[config.mk]
export PLATFORM = sky130hd
export DESIGN_NAME = trap_sequencer
export DESIGN_NICKNAME = d
export VERILOG_FILES = /design/src/rtl/trap_sequencer.sv
export SDC_FILE = /design/constraint.sdc
export NUM_CORES = 1
export LEC_CHECK = 0
export BUFFER_PORTS_ARGS = -buffer_cell sky130_fd_sc_hd__buf_2
export CAP_MARGIN = 20
export CORE_MARGIN = 2
export CORE_UTILIZATION = 42
export DETAILED_ROUTE_END_ITERATION = 8
export PLACE_DENSITY = 0.74
export SLEW_MARGIN = 10
export SYNTH_ARGS = -nofsm -noshare
export SYNTH_HDL_FRONTEND = slang
export SYNTH_SLANG_ARGS = --single-unit
[constraint.sdc]
create_clock -name clk -period 1.65 [get_ports clk]
set_input_delay 0.33 -clock clk [delete_from_list [all_inputs] [get_ports clk]]
set_output_delay 0.33 -clock clk [all_outputs]
set_load 0.02 [all_outputs]
[src/rtl/trap_sequencer.sv]
// Trap-entry/mret sequencer: latches one execute event, commits it to the CSR unit, reads mtvec/mepc and redirects fetch.
// Latency: command 1 cycle after the event, redirect_valid after 3, flush 1 cycle after the redirect handshake; holds in REDIRECT while redirect_ready is low.
module trap_sequencer #(
    parameter int                        CSR_ADDR_WIDTH = 12,
    parameter logic [CSR_ADDR_WIDTH-1:0] MTVEC_ADDR     = 12'h305,
    parameter logic [CSR_ADDR_WIDTH-1:0] MEPC_ADDR      = 12'h341
) (
    input  logic                      clk,
    input  logic                      rst,
    input  logic                      ecall,
    input  logic                      ebreak,
    input  logic                      mret,
    input  logic                      is_misaligned,
    input  logic                      is_misalignment_store,
    input  logic [31:0]               pc,
    input  logic [31:0]               instr,
    input  logic [11:0]               mem_addr,
    input  logic [4:0]                rd_addr,
    output logic                      csr_ecall,
    output logic                      csr_ebreak,
    output logic                      csr_mret,
    output logic                      csr_misaligned,
    output logic                      csr_misalignment_store,
    output logic [31:0]               csr_pc,
    output logic [31:0]               csr_in,
    output logic [11:0]               csr_mem_addr,
    output logic [4:0]                csr_rd_addr,
    output logic                      csr_r_en,
    output logic [CSR_ADDR_WIDTH-1:0] csr_addr,
    input  logic [31:0]               csr_rdata,
    output logic                      stall,
    output logic                      flush,
    output logic                      redirect_valid,
    input  logic                      redirect_ready,
    output logic [31:0]               redirect_pc,
    output logic [31:0]               trap_count
);

    typedef enum logic [1:0] {IDLE, COMMIT, READ, REDIRECT} state_t;

    state_t r_state;
    logic   r_is_mret;
    logic   w_any_event;

    assign w_any_event = rst && (ecall || ebreak || mret || is_misaligned);
    assign stall       = (r_state != IDLE) || w_any_event;

    always_ff @(posedge clk or negedge rst) begin
        if (!rst) begin
            r_state                <= IDLE;
            r_is_mret              <= 1'b0;
            csr_ecall              <= 1'b0;
            csr_ebreak             <= 1'b0;
            csr_mret               <= 1'b0;
            csr_misaligned         <= 1'b0;
            csr_misalignment_store <= 1'b0;
            csr_pc                 <= '0;
            csr_in                 <= '0;
            csr_mem_addr           <= '0;
            csr_rd_addr            <= '0;
            csr_r_en               <= 1'b0;
            csr_addr               <= '0;
            flush                  <= 1'b0;
            redirect_valid         <= 1'b0;
            redirect_pc            <= '0;
            trap_count             <= '0;
        end else begin
            csr_ecall              <= 1'b0;
            csr_ebreak             <= 1'b0;
            csr_mret               <= 1'b0;
            csr_misaligned         <= 1'b0;
            csr_misalignment_store <= 1'b0;
            csr_r_en               <= 1'b0;
            csr_addr               <= '0;
            flush                  <= 1'b0;
            case (r_state)
                IDLE: begin
                    if (w_any_event) begin
                        csr_pc       <= pc;
                        csr_in       <= instr;
                        csr_mem_addr <= mem_addr;
                        csr_rd_addr  <= rd_addr;
                        r_is_mret    <= 1'b0;
                        // Highest-priority event wins; the rest are dropped
                        if (is_misaligned) begin
                            csr_misaligned         <= 1'b1;
                            csr_misalignment_store <= is_misalignment_store;
                        end else if (ebreak) begin
                            csr_ebreak <= 1'b1;
                        end else if (ecall) begin
                            csr_ecall <= 1'b1;
                        end else begin
                            csr_mret  <= 1'b1;
                            r_is_mret <= 1'b1;
                        end
                        r_state <= COMMIT;
                    end
                end
                COMMIT: begin
                    csr_r_en <= 1'b1;
                    csr_addr <= r_is_mret ? MEPC_ADDR : MTVEC_ADDR;
                    r_state  <= READ;
                end
                READ: begin
                    // Synchronous exceptions always use the base, so mode bits are simply masked
                    redirect_pc    <= csr_rdata & 32'hFFFF_FFFC;
                    redirect_valid <= 1'b1;
                    if (!r_is_mret) begin
                        trap_count <= trap_count + 32'd1;
                    end
                    r_state <= REDIRECT;
                end
                REDIRECT: begin
                    if (redirect_ready) begin
                        redirect_valid <= 1'b0;
                        flush          <= 1'b1;
                        r_state        <= IDLE;
                    end
                end
                default: r_state <= IDLE;
            endcase
        end
    end

endmodule

# Word level (Yosys, flattened, before mapping)

Cells that the tools add are included.
W data, S select, Z words.

Register bits after elaboration: 166
Bits in latches: 0
Bits in writable memories: 0
Bits in read-only memories: 0
Input port bits: 121
Output and inout bits: 166
Memories kept: 0

Add/subtract/negate cells: 1
Multiply operators: 0
Div/mod/pow operators: 0
Magnitude comparators: 0
Eq/ne operators: 5
Shift operators: 0
Mux-type cells: 30
Bitwise gates (word level): 1
Reductions and logical operators: 12

Operators with widths:

| kind                    | number |
|---|---|
| $add A32 B1 Y32 const B | 1 |
| $mux W1                 | 24 |
| $mux W10                | 1 |
| $pmux W2 S4             | 1 |
| $reduce_and A2 Y1       | 4 |
| $mux W7                 | 1 |
| $eq A2 B2 Y1 const B    | 2 |
| $logic_or A1 B1 Y1      | 4 |
| $mux W2                 | 2 |
| $ne A2 B2 Y1 const B    | 2 |
| $reduce_bool A2 Y1      | 2 |
| $eq A2 B1 Y1 const B    | 1 |
| $logic_not A2 Y1        | 1 |
| $pmux W1 S2             | 1 |
| $logic_and A1 B1 Y1     | 1 |
| $not A1 Y1              | 1 |

# Depth between registers and ports, before layout

Depth in word-level cells: 6
Gate-level depth with buffers: 8
Gate-level depth less buffers: 6

# Least setup slack after synthesis

OpenSTA, ideal clock, no wires.

Kind: reg-to-reg
From: reg r_state[0]
To: reg trap_count[22]
Library setup time: 80 ps
Arrival: 1,759 ps
Path slack: -188 ps
Cell stages (with the launch flop): 9
Period minus slack after synthesis: 1,838 ps
Path through: dfrtp_1 > inv_1 > ha_1 > buf_2 > and4b_1 > buf_2 > nand4_1 > nor4_1 > xor2_1

Cells in the longest elaborated chain, start to end: 2

RTL lines:

| element                     | RTL line | RTL |
|---|---|---|
| start, declared             | 41       | `state_t r_state;` |
| start signal, assigned      | 50       | `r_state <= IDLE;` |
| start signal, assigned      | 96       | `r_state <= COMMIT;` |
| start signal, assigned      | 102      | `r_state <= READ;` |
| $eq A2 B2 Y1                | 76       | `case (r_state)` |
| $reduce_and A2 Y1 (no line) | n/a      |  |
| end signal, assigned        | 109      | `trap_count <= trap_count + 32'd1;` |
| end, declared               | 36       | `output logic [31:0] trap_count` |

Every way passes these cells.
A chain may end at the register's enable or synchronous reset.

# Worst setup path in the final report

From: reg r_state[0]
To: reg trap_count[20]

The elaborated chain is that of the path after synthesis.

==> impl_metrics.py <==
metrics = {
    "outcome": {
        "status": "finished with violations",
        "failed_checks": "setup timing",
    },
    "worst_setup_path": {
        "critical_path_class": "reg -> reg",
        "cp_max_fo": 6,
        "cp-start-kind": "register",
        "r2r_setup_slack_ns": -0.05,
        "worstSetupEndpointType": "register",
        "required_ns": 1.99,
        "arrival_ns": 2.04,
    },
    "detailed_routing": {
        "ant_nets": 0,
        "wl_um": 16100,
        "vias": 5175,
        "via_per_inst": 4.64,
        "wl_per_cell_um": 14.4,
        "drc": 0,
        "firstDrtPassIters": 4,
        "drt_iter0_drc": 273,
    },
    "logic_synthesis": {
        "ys_ff_latch": 156,
        "synth_enable_flop_cells": 0,
        "yosysTopAreaCell": "dfrtp_1",
        "yosysWarnings": 0,
        "synthArstFlopShare_pct": 100,
        "netlist_area_mm2": 0.00628,
        "synth_area_leaders": "dfrtp_1 62%, nand2_1 15%, mux2_2 5.6%",
        "synth_flop_cell": "dfrtp_1",
        "synth.most_common_cell": "nand2_1",
        "synth_top_cell_area_share_pct": 62.2,
        "avgSynthCellArea_um2": 10.6,
        "synth_common_cells": "257 x nand2_1, 156 x dfrtp_1, 31 x mux2_2",
        "seq_area_frac_synth_pct": 62.2,
        "yosysUniqueCellTypes": 34,
        "netlist_instances": 594,
    },
    "flow_run": {
        "max_cap_violations": 0,
    },
    "finish": {
        "syn_to_final_growth_pct": 44.8,
        "drive_gt1_share_pct": 47.6,
        "nNetsFinal": 1045,
        "fin_area_mm2": 0.00909,
        "diodes": 0,
        "fillers": 1214,
    },
    "sta": {
        "layout_setup_ws_ns": -0.0504,
        "relSlewSlack_pct": 64.7,
        "tightest_slew_ns": 0.529,
        "fin_crit_ns": 1.70,
        "drv_slew": 0,
        "setup_viol": 7,
        "grt_setup_unrepaired": "true",
        "whs_ns": 0.00343,
        "period_share_pct": 103,
        "clock_skew_ns": 0.00706,
        "hold_violations": 0,
        "max_freq_mhz": 588,
        "fin_setup_tns_ns": -0.201,
    },
    "placed_design": {
        "post-dp-hpwl_um": 11300,
        "port_buffers": 275,
        "dpl_cell_area_mm2": 0.00822,
        "gp_congestion": 0.820,
    },
    "clock_network": {
        "tritoncts": "yes",
        "insertion_delay_ns": 0.41,
        "cts_root_buf": "clkbuf_16",
        "cts_sinks": 156,
        "htree_levels": 4,
        "numCtsBuffers": 17,
        "cts_buffer_depth": 2,
        "clkTransAtPathRegs_ns": 0.06,
    },
    "die": {
        "core_area_mm2": 0.0146,
        "die_h_um": 126,
        "io_pins": 287,
        "fp.dieArea_mm2": 0.0159,
        "die_w_um": 126,
        "rows": 44,
        "start_util_pct": 43.0,
    },
    "power": {
        "vdd_drop_max_mv": 1.30,
        "power.density_mw_per_mm2": 1840,
        "leakage_nw": 5.21,
    },
    "hold_path": {
        "hp-class": "in -> async",
    },
    "global_routing": {
        "grt_pass1_wl_um": 25300,
        "antenna_found_initial": 0,
        "grt_pass1_vias": 5059,
        "grt_start_max_net_pins": 97,
        "track_usage_pct": 19.9,
        "grt-ovfl-total": 0,
    },
}
[metrics by stage]
stage | total power, W | utilization, % | instances | worst slack, ns
after floorplan | 0.0102 | - | 602 | -0.109
after global placement | 0.0125 | 56.3 | 1074 | -0.154
after detailed placement | 0.0127 | 56.3 | 1074 | -0.189
after CTS | 0.0168 | 61.1 | 1106 | -0.0274
after global routing | 0.0178 | 62.3 | 1115 | -0.121
final | 0.0167 | 62.3 | 1115 | -0.0504
[path summary, 6_finish.rpt]
kind,end,cells past startpoint,start
max,trap_count[20],7,r_state[0]
min,csr_pc[24],2,rst
max reg2reg,trap_count[20],7,r_state[0]
min reg2reg,csr_in[6],2,csr_in[6]
max in group asynchronous,csr_in[13],3,rst
min in group clk,csr_mem_addr[7],3,mem_addr[7]
[worst max-delay path, cell delays in order (launching register included)]
cell and delay, ns:
dfrtp_1 0.39, inv_2 0.08, ha_4 0.13, and4b_2 0.29, nand4_1 0.14, buf_6 0.17, nor4_4 0.27, xor2_1 0.16
[routing by layer]
layer | GRT usage (%) | up-vias | wire length (um)
met4 | 8.14 | 0 | 408
met2 | 32.4 | 176 | 7970
met3 | 4.59 | 31 | 804
met1 | 25.7 | 2440 | 6890
met5 | 0 | - | 0
li1 | - | 2528 | -
[where the power goes]
| part | internal (W) | switching [W] |
|---|---|---|
| Sequential | 0.00530 | 0.000729 |
| Clock | 0.00242 | 0.00154 |
| Combinational | 0.00261 | 0.00414 |
| Total | 0.0103 | 0.00641 |
[cell type report]
cell class	instances	area, um^2	area share [%]
clock buffer	22	494	5.44
tap	184	230	2.53
multi-input combinational	403	2400	26.4
timing repair buffer	334	1920	21.1
clock inverter	9	110	1.21
sequential	156	3920	43.1
inverter	7	26.3	0.289
[timing repair]
item                                    in CTS  in global routing
pin swaps                                    4                 16
hold buffers                                 1                  0
setup buffers                                1                  8
gates resized for setup                     18                 21
gates cloned                                 0                  1
endpoints found under the setup margin      23                 65
hold endpoints to repair                     3                  0
[flip-flops by register name (all words and copies together), names as in the netlist]
signal and count:
csr_misalignment_store 1, csr_ebreak 1, r_state 2, csr_addr 3
csr_rd_addr 5, flush 1, trap_count 32, redirect_valid 1
csr_mem_addr 12, csr_ecall 1, csr_pc 32, csr_misaligned 1
csr_in 32, redirect_pc 30, csr_mret 1, r_is_mret 1
[layout by cell type, fill, tap and decap left out, types with 6 or more instances in the layout]
master     synthesis  layout
nand4_1            6       6
inv_1              7       6
nor4_4             2      10
dfrtp_2            0       9
buf_4             12      48
nand3_1            9       8
mux2_2            31      31
dfrtp_1          156     147
xnor2_1           11      11
buf_6              1       7
clkbuf_16          0      18
conb_1             1       9
buf_2             10     273
xor2_1            20      20
nand2_1          257     253
[cell families after synthesis]
logic type	Yosys count	share of synthesized area, %
AOI/OAI and AO/OA	4	0.458
muxes	32	5.74
adders and majority gates	5	0.996
and+or+nand+nor	322	22.7
xor gates and xnor gates	31	4.32
buffers and inverters	43	3.61
DFF	156	62.2
other	1	0.0597
Note: power is estimated with default switching activity, not from simulation.
